<file path="src/rtl/sa_pkg.sv">
// Shared types and default dimensions for the systolic-array sequencer.
// The optional SA_SEQ_PERFCNT_EN build adds performance counters to sa_sequencer.
package sa_pkg;

    localparam int SA_ROWS     = 8;
    localparam int SA_INWIDTH  = 8;
    localparam int SA_OUTWIDTH = 32;

    // Raw encodings kept for tools and scripts that expect plain constants
    localparam logic [2:0] ST_IDLE  = 3'd0;
    localparam logic [2:0] ST_LOAD  = 3'd1;
    localparam logic [2:0] ST_FLUSH = 3'd2;
    localparam logic [2:0] ST_DRAIN = 3'd3;
    localparam logic [2:0] ST_DONE  = 3'd4;

    typedef enum logic [2:0] {
        IDLE  = ST_IDLE,
        LOAD  = ST_LOAD,
        FLUSH = ST_FLUSH,
        DRAIN = ST_DRAIN,
        DONE  = ST_DONE
    } seq_state_t;

endpackage

</file>
<file path="src/rtl/sa_seq_cnt.sv">
// Loadable up-counter with a terminal-count flag; used for the beat, flush and row counts.
module sa_seq_cnt #(
    parameter int W = 8
) (
    input  logic         clk,
    input  logic         rst,
    input  logic         load,
    input  logic [W-1:0] load_val,
    input  logic         inc,
    input  logic [W-1:0] term,
    output logic         tc
);

    logic [W-1:0] count_q;
    logic [W-1:0] count_d;

    // Load has priority so a counter can be re-armed in the same cycle it would count
    always_comb begin
        count_d = count_q;
        if (load) begin
            count_d = load_val;
        end else if (inc) begin
            count_d = count_q + 1'b1;
        end
    end

    always_ff @(posedge clk) begin
        if (rst) begin
            count_q <= '0;
        end else begin
            count_q <= count_d;
        end
    end

    assign tc = (count_q == term);

endmodule

</file>
<file path="src/rtl/sa_sequencer.sv">
// Job sequencer for an output-stationary systolic array: load K operand beats, flush, drain ROWS results.
// Define SA_SEQ_PERFCNT_EN to add the perf_cycles / perf_stalls counters.
module sa_sequencer
    import sa_pkg::*;
#(
    parameter int ROWS      = SA_ROWS,
    parameter int INWIDTH   = SA_INWIDTH,
    parameter int OUTWIDTH  = SA_OUTWIDTH,
    parameter int KW        = 16,
    parameter int FLUSH_CYC = 3*ROWS-2
) (
    input  logic                               clk,
    input  logic                               rst,
    input  logic                               job_valid,
    output logic                               job_ready,
    input  logic [KW-1:0]                      job_k,
    input  logic                               src_valid,
    output logic                               src_ready,
    input  logic [ROWS-1:0][INWIDTH-1:0]       src_a,
    input  logic [ROWS-1:0][INWIDTH-1:0]       src_w,
    output logic                               core_inpvalid,
    output logic [ROWS-1:0][INWIDTH-1:0]       core_ain,
    output logic [ROWS-1:0][INWIDTH-1:0]       core_win,
    input  logic [ROWS-1:0][OUTWIDTH-1:0]      core_rout,
    input  logic [ROWS-1:0]                    core_rvalid,
    output logic                               core_outread,
    output logic                               res_valid,
    input  logic                               res_ready,
    output logic [ROWS-1:0][OUTWIDTH-1:0]      res_data,
    output logic                               res_last,
    output logic                               busy,
    output logic                               done
`ifdef SA_SEQ_PERFCNT_EN
    ,
    output logic [31:0]                        perf_cycles,
    output logic [31:0]                        perf_stalls
`endif
);

    localparam int FW = $clog2(FLUSH_CYC + 1);
    localparam int RW = $clog2(ROWS + 1);

    seq_state_t    state_q, state_d;
    logic [KW-1:0] job_k_q, job_k_d;
    logic          job_fire, src_fire, res_fire;
    logic          beat_tc, flush_tc, row_tc;

    // Every handshake output is gated by rst so the block is silent while reset is held
    assign job_ready     = !rst && (state_q == IDLE);
    assign src_ready     = !rst && (state_q == LOAD);
    assign job_fire      = job_valid && job_ready;
    assign src_fire      = src_valid && src_ready;
    assign res_valid     = !rst && (state_q == DRAIN) && (&core_rvalid);
    assign res_fire      = res_valid && res_ready;
    assign core_inpvalid = src_fire;
    assign core_ain      = src_fire ? src_a : '0;
    assign core_win      = src_fire ? src_w : '0;
    assign core_outread  = res_fire;
    assign res_data      = (!rst && (state_q == DRAIN)) ? core_rout : '0;
    assign res_last      = res_valid && row_tc;
    assign busy          = !rst && (state_q != IDLE);
    assign done          = !rst && (state_q == DONE);

    sa_seq_cnt #(.W(KW)) u_beat_cnt (
        .clk      (clk),
        .rst      (rst),
        .load     (job_fire),
        .load_val ('0),
        .inc      (src_fire),
        .term     (job_k_q - 1'b1),
        .tc       (beat_tc)
    );

    // Held at zero throughout LOAD so FLUSH always starts from a clean count
    sa_seq_cnt #(.W(FW)) u_flush_cnt (
        .clk      (clk),
        .rst      (rst),
        .load     (state_q == LOAD),
        .load_val ('0),
        .inc      (state_q == FLUSH),
        .term     (FW'(FLUSH_CYC - 1)),
        .tc       (flush_tc)
    );

    sa_seq_cnt #(.W(RW)) u_row_cnt (
        .clk      (clk),
        .rst      (rst),
        .load     (state_q == FLUSH),
        .load_val ('0),
        .inc      (res_fire),
        .term     (RW'(ROWS - 1)),
        .tc       (row_tc)
    );

    always_comb begin
        state_d = state_q;
        job_k_d = job_k_q;
        unique case (state_q)
            IDLE: begin
                if (job_fire) begin
                    job_k_d = job_k;
                    state_d = (job_k != '0) ? LOAD : DONE;
                end
            end
            LOAD:    if (src_fire && beat_tc) state_d = FLUSH;
            FLUSH:   if (flush_tc)            state_d = DRAIN;
            DRAIN:   if (res_fire && row_tc)  state_d = DONE;
            DONE:    state_d = IDLE;
            default: state_d = IDLE;
        endcase
    end

    always_ff @(posedge clk) begin
        if (rst) begin
            state_q <= IDLE;
            job_k_q <= '0;
        end else begin
            state_q <= state_d;
            job_k_q <= job_k_d;
        end
    end

`ifdef SA_SEQ_PERFCNT_EN
    logic [31:0] perf_cycles_q, perf_cycles_d;
    logic [31:0] perf_stalls_q, perf_stalls_d;

    // Counting stops on entry to DONE so the values describe the finished job until the next accept
    always_comb begin
        perf_cycles_d = perf_cycles_q;
        perf_stalls_d = perf_stalls_q;
        if (job_fire) begin
            perf_cycles_d = '0;
            perf_stalls_d = '0;
        end else if (state_q != IDLE && state_q != DONE) begin
            perf_cycles_d = perf_cycles_q + 32'd1;
            if ((state_q == LOAD && !src_valid) || (res_valid && !res_ready)) begin
                perf_stalls_d = perf_stalls_q + 32'd1;
            end
        end
    end

    always_ff @(posedge clk) begin
        if (rst) begin
            perf_cycles_q <= '0;
            perf_stalls_q <= '0;
        end else begin
            perf_cycles_q <= perf_cycles_d;
            perf_stalls_q <= perf_stalls_d;
        end
    end

    assign perf_cycles = perf_cycles_q;
    assign perf_stalls = perf_stalls_q;
`endif

endmodule

</file>
<file path="config.mk">
export PLATFORM = sky130hd
export DESIGN_NAME = sa_sequencer
export DESIGN_NICKNAME = d
export VERILOG_FILES = /design/src/rtl/sa_pkg.sv /design/src/rtl/sa_seq_cnt.sv /design/src/rtl/sa_sequencer.sv
export SDC_FILE = /design/constraint.sdc
export NUM_CORES = 1
export LEC_CHECK = 0
export BUFFER_PORTS_ARGS = -buffer_cell sky130_fd_sc_hd__buf_2
export CORE_AREA = 2 2 311 313
export CTS_CLUSTER_SIZE = 16
export DETAILED_ROUTE_END_ITERATION = 16
export DIE_AREA = 0 0 313 315
export PLACE_DENSITY = 0.33
export RECOVER_POWER = 100
export SLEW_MARGIN = 20
export SYNTH_ARGS = -nofsm -noshare
export SYNTH_HDL_FRONTEND = slang
export SYNTH_SLANG_ARGS = --single-unit
</file>
<file path="constraint.sdc">
create_clock -name clk -period 2.47 [get_ports clk]
set_input_delay 0.3705 -clock clk [delete_from_list [all_inputs] [get_ports clk]]
set_output_delay 0.3705 -clock clk [all_outputs]
set_load 0.02 [all_outputs]
</file>
==> flow_summary_export.csv <==
group,metric,value,unit
worst_setup_path,cp_max_fo,51,
drt,drtAntennaViolNets,0,
cells_and_area,layout-drive-gt1-share,57.2,%
sta,report.final.slew_viol_count,0,
clock_network,clkTransAtPathRegs,0.07,ns
clock_network,clk_latency,0.30,ns
clock_network,postCtsHoldBufs,0,
yosys,synth-edff-count,0,
sta,setup_viol,0,
sta,tightestPinTransition,0.577,ns
worst_setup_path,startpoint_type,"register",
yosys,avgSynthCellArea,6.86,µm²
worst_setup_path,worstSetupPathType,"register to primary output",
placed_design,dp_hpwl,68300,µm
power_and_ir_drop,power.total,2.65,mW
placed_design,portBuffers,804,
yosys,synth_area_leader_cell,"and2_1",
yosys,synth.top_cell.area_share,32.1,%
clock_network,clockRootBuffer,"clkbuf_16",
floorplan,die_w,313,µm
yosys,ys_ff_latch,44,
global_routing,grt_max_degree,132,
drt,firstDrtPassIters,5,
drt,post_drt_wl_per_cell,26.0,µm
worst_setup_path,cpMaxStageDelayCell,"dfxtp_2",
global_routing,grt_pass1_wl,89400,µm
worst_setup_path,crit_path_start,"state_q[1]$_SDFFE_PP0P_",
flow_run,max_cap_violations,0,
worst_setup_path,cp-end-kind,"primary output",
yosys,syn-num-nets,1161,
cells_and_area,fin_area,0.0112,mm²
cells_and_area,synthToLayoutAreaGrowth,120,%
sta,period_share,96.5,%
worst_setup_path,crit_path_max_incr_delay,0.38,ns
floorplan,ios,805,
yosys,ys.flop_type,"dfxtp_1",
sta,skew,0.00643,ns
sta,fin_crit,2.38,ns
worst_setup_path,cp_top_family,"simple AND/OR/NAND/NOR gates",
sta,fmax,420,MHz
floorplan,die_y,315,µm
floorplan,start_util,5.33,%
global_routing,busiest_layer,"met2",
yosys,synth_area_leaders,"and2_1 32%, dfxtp_1 17%, and3_1 16%",
drt,drt-initial-drc-count,602,
yosys,async_reset_ff_share,0,%
yosys,syn_inst,743,
clock_network,clock-sinks,44,
power_and_ir_drop,pwr_density_cell,236,mW/mm²
floorplan,num_rows,114,
power_and_ir_drop,ir_drop,206,µV
drt,vias_per_cell,3.21,
worst_hold_path,hold_start,"job_k[7]",
placed_design,place_area,0.0109,mm²
yosys,synth.yosys.seq_area_share,17.3,%
power_and_ir_drop,cellLeakagePower,6.60,nW
worst_setup_path,cp_data_arrival_time,2.01,ns
drt,drc,0,
cells_and_area,fin_nets,1949,
clock_network,cts_buffer_depth,2,
floorplan,core_area,0.0957,mm²
drt,wl,73800,µm
clock_network,numCtsBuffers,5,
sta,max_slew_margin,61.2,%
global_routing,use_met3,10.2,%
yosys,ys_warn_count,0,
worst_hold_path,hold_path.class,"input port to register",
sta,final-hold-violation-count,0,
global_routing,grt_pass1_vias,8037,
global_routing,grt_overflow,0,
global_routing,antenna_found_initial,139,
yosys,yosysUniqueCellTypes,49,
status,outcome,"finished, final reports clean",
global_routing,use_met2,20.2,%
worst_setup_path,path_buf_inv,3,
clock_network,tritoncts,"built",
worst_setup_path,cp.required,2.10,ns
floorplan,dieArea,0.0986,mm²
placed_design,finalWeightedCongestion,0.804,
worst_setup_path,worstReg2RegStart,"job_k_q[0]$_SDFFE_PP0P_",
worst_setup_path,crit_chain,"nor4b_4, buf_6, buf_16, and3_4, buf_2",
drt,vias,9108,
sta,rsz0062_at_grt,"yes",
global_routing,grtUsageTotal,14.0,%
global_routing,grtUsageMet1,16.8,%
yosys,syn_area,0.00510,mm²
clock_network,htree_levels,2,
cell usage in the layout, fill, tap and decap left out, drive strengths merged, types with 2 or more instances in the layout:
master	count
nand3b	14
o41ai	2
o21ai	7
nor3	6
or3	3
nand3	5
mux2i	2
o211a	2
nor2	34
nor2b	4
nand4	14
and3b	2
xor2	18
a21boi	2
or4	4
ha	5
dfxtp	44
nor4	8
nand4b	2
a21oi	8
nand2	44
xnor2	20
and4b	2
or2	3
and2	262
clkbuf	5
o31ai	3
inv	6
and3	132
buf	850
diode	30
cells by family after synthesis:
family,after synthesis,synth area share [%]
xor gates and xnor gates,38,6.53
and+or+nand+nor,546,64.5
adders and majority gates,5,1.23
muxes,2,0.393
buffers and inverters,76,5.74
DFF,44,17.3
AOI/OAI and AO/OA,32,4.34
flip-flops by register name, indices dropped and copies added (netlist names):
| signal | cells |
|---|---|
| job_k_q | 16 |
| u_flush_cnt.count_q | 5 |
| u_row_cnt.count_q | 4 |
| state_q | 3 |
| u_beat_cnt.count_q | 16 |
area by class of cell:
type / instances / area, µm²
clock buffer: 5 / 125
fill: 11300 / 84500
inverter: 6 / 22.5
multi-input combinational: 623 / 3990
clock inverter: 2 / 12.5
timing repair buffer: 851 / 4510
tap: 1276 / 1600
antenna: 30 / 75.1
sequential: 44 / 882
worst register-to-register path, stage by stage (launching register included):
cell and delay, ns:
dfxtp_1 0.31, buf_4 0.14, or4_4 0.56, or4b_4 0.53, a21oi_2 0.14, o22ai_2 0.12, o41ai_2 0.24, and4b_1 0.23
report_power, final:
group / internal (mW) / switching (mW)
combinational: 0.533 / 0.652
clock: 0.368 / 0.305
sequential: 0.744 / 0.0455
total: 1.64 / 1.00
through the flow:
| stage | hold slack, ns | worst slack [ns] | utilization [%] | instances | setup TNS [ns] |
|---|---|---|---|---|---|
| 3_5_place_dp | 0.479 | -0.0597 | 11.4 | 2796 | -0.133 |
| 6_report | 0.272 | 0.0869 | 11.7 | 2837 | 0 |
| 5_1_grt | 0.278 | -0.00578 | 11.7 | 2813 | -0.0157 |
| 3_3_place_gp | 0.476 | -0.0759 | 11.4 | 2796 | -0.249 |
| 4_1_cts | 0.263 | -0.0310 | 11.6 | 2804 | -0.0618 |
| 2_1_floorplan | 0.461 | 0.0876 | - | 743 | 0 |
cell usage after synthesis (3+ instances only):
library cell and instances:
a21oi_1 8, and2_1 262, and3_1 132, clkbuf_1 68, dfxtp_1 44, ha_1 5, inv_1 6, nand2_1 44
nand3_1 5, nand3b_1 14, nand4_1 14, nor2_1 34, nor2b_1 4, nor3_1 6, nor4_1 7, o21ai_0 7
o31ai_1 3, or3_1 3, or4_1 3, xnor2_1 20, xor2_1 18
worst paths after layout:
kind	to	slack, ns	cells after the start
setup / recovery	core_ain[15]	0.09	5
hold / removal	job_k_q[7]$_SDFFE_PP0P_	0.27	3
setup reg to reg	state_q[1]$_SDFFE_PP0P_	0.12	7
hold reg to reg	job_k_q[15]$_SDFFE_PP0P_	0.49	2
routing by layer:
| metal | routed length, µm | part of all wire (%) |
|---|---|---|
| met4 | 1290 | 1.7 |
| met1 | 28900 | 39 |
| met2 | 30700 | 42 |
| met3 | 11900 | 16 |
| met5 | 910 | 1.2 |
repair_timing:
| action | in CTS | in global routing |
|---|---|---|
| cloned | 1 | 0 |
| gates resized for setup | 6 | 11 |
| pin swaps | 1 | 4 |
| endpoints found under the setup margin | 105 | 102 |
| buffers inserted | 0 | 3 |
No activity file was read; power rests on OpenSTA's default activity.
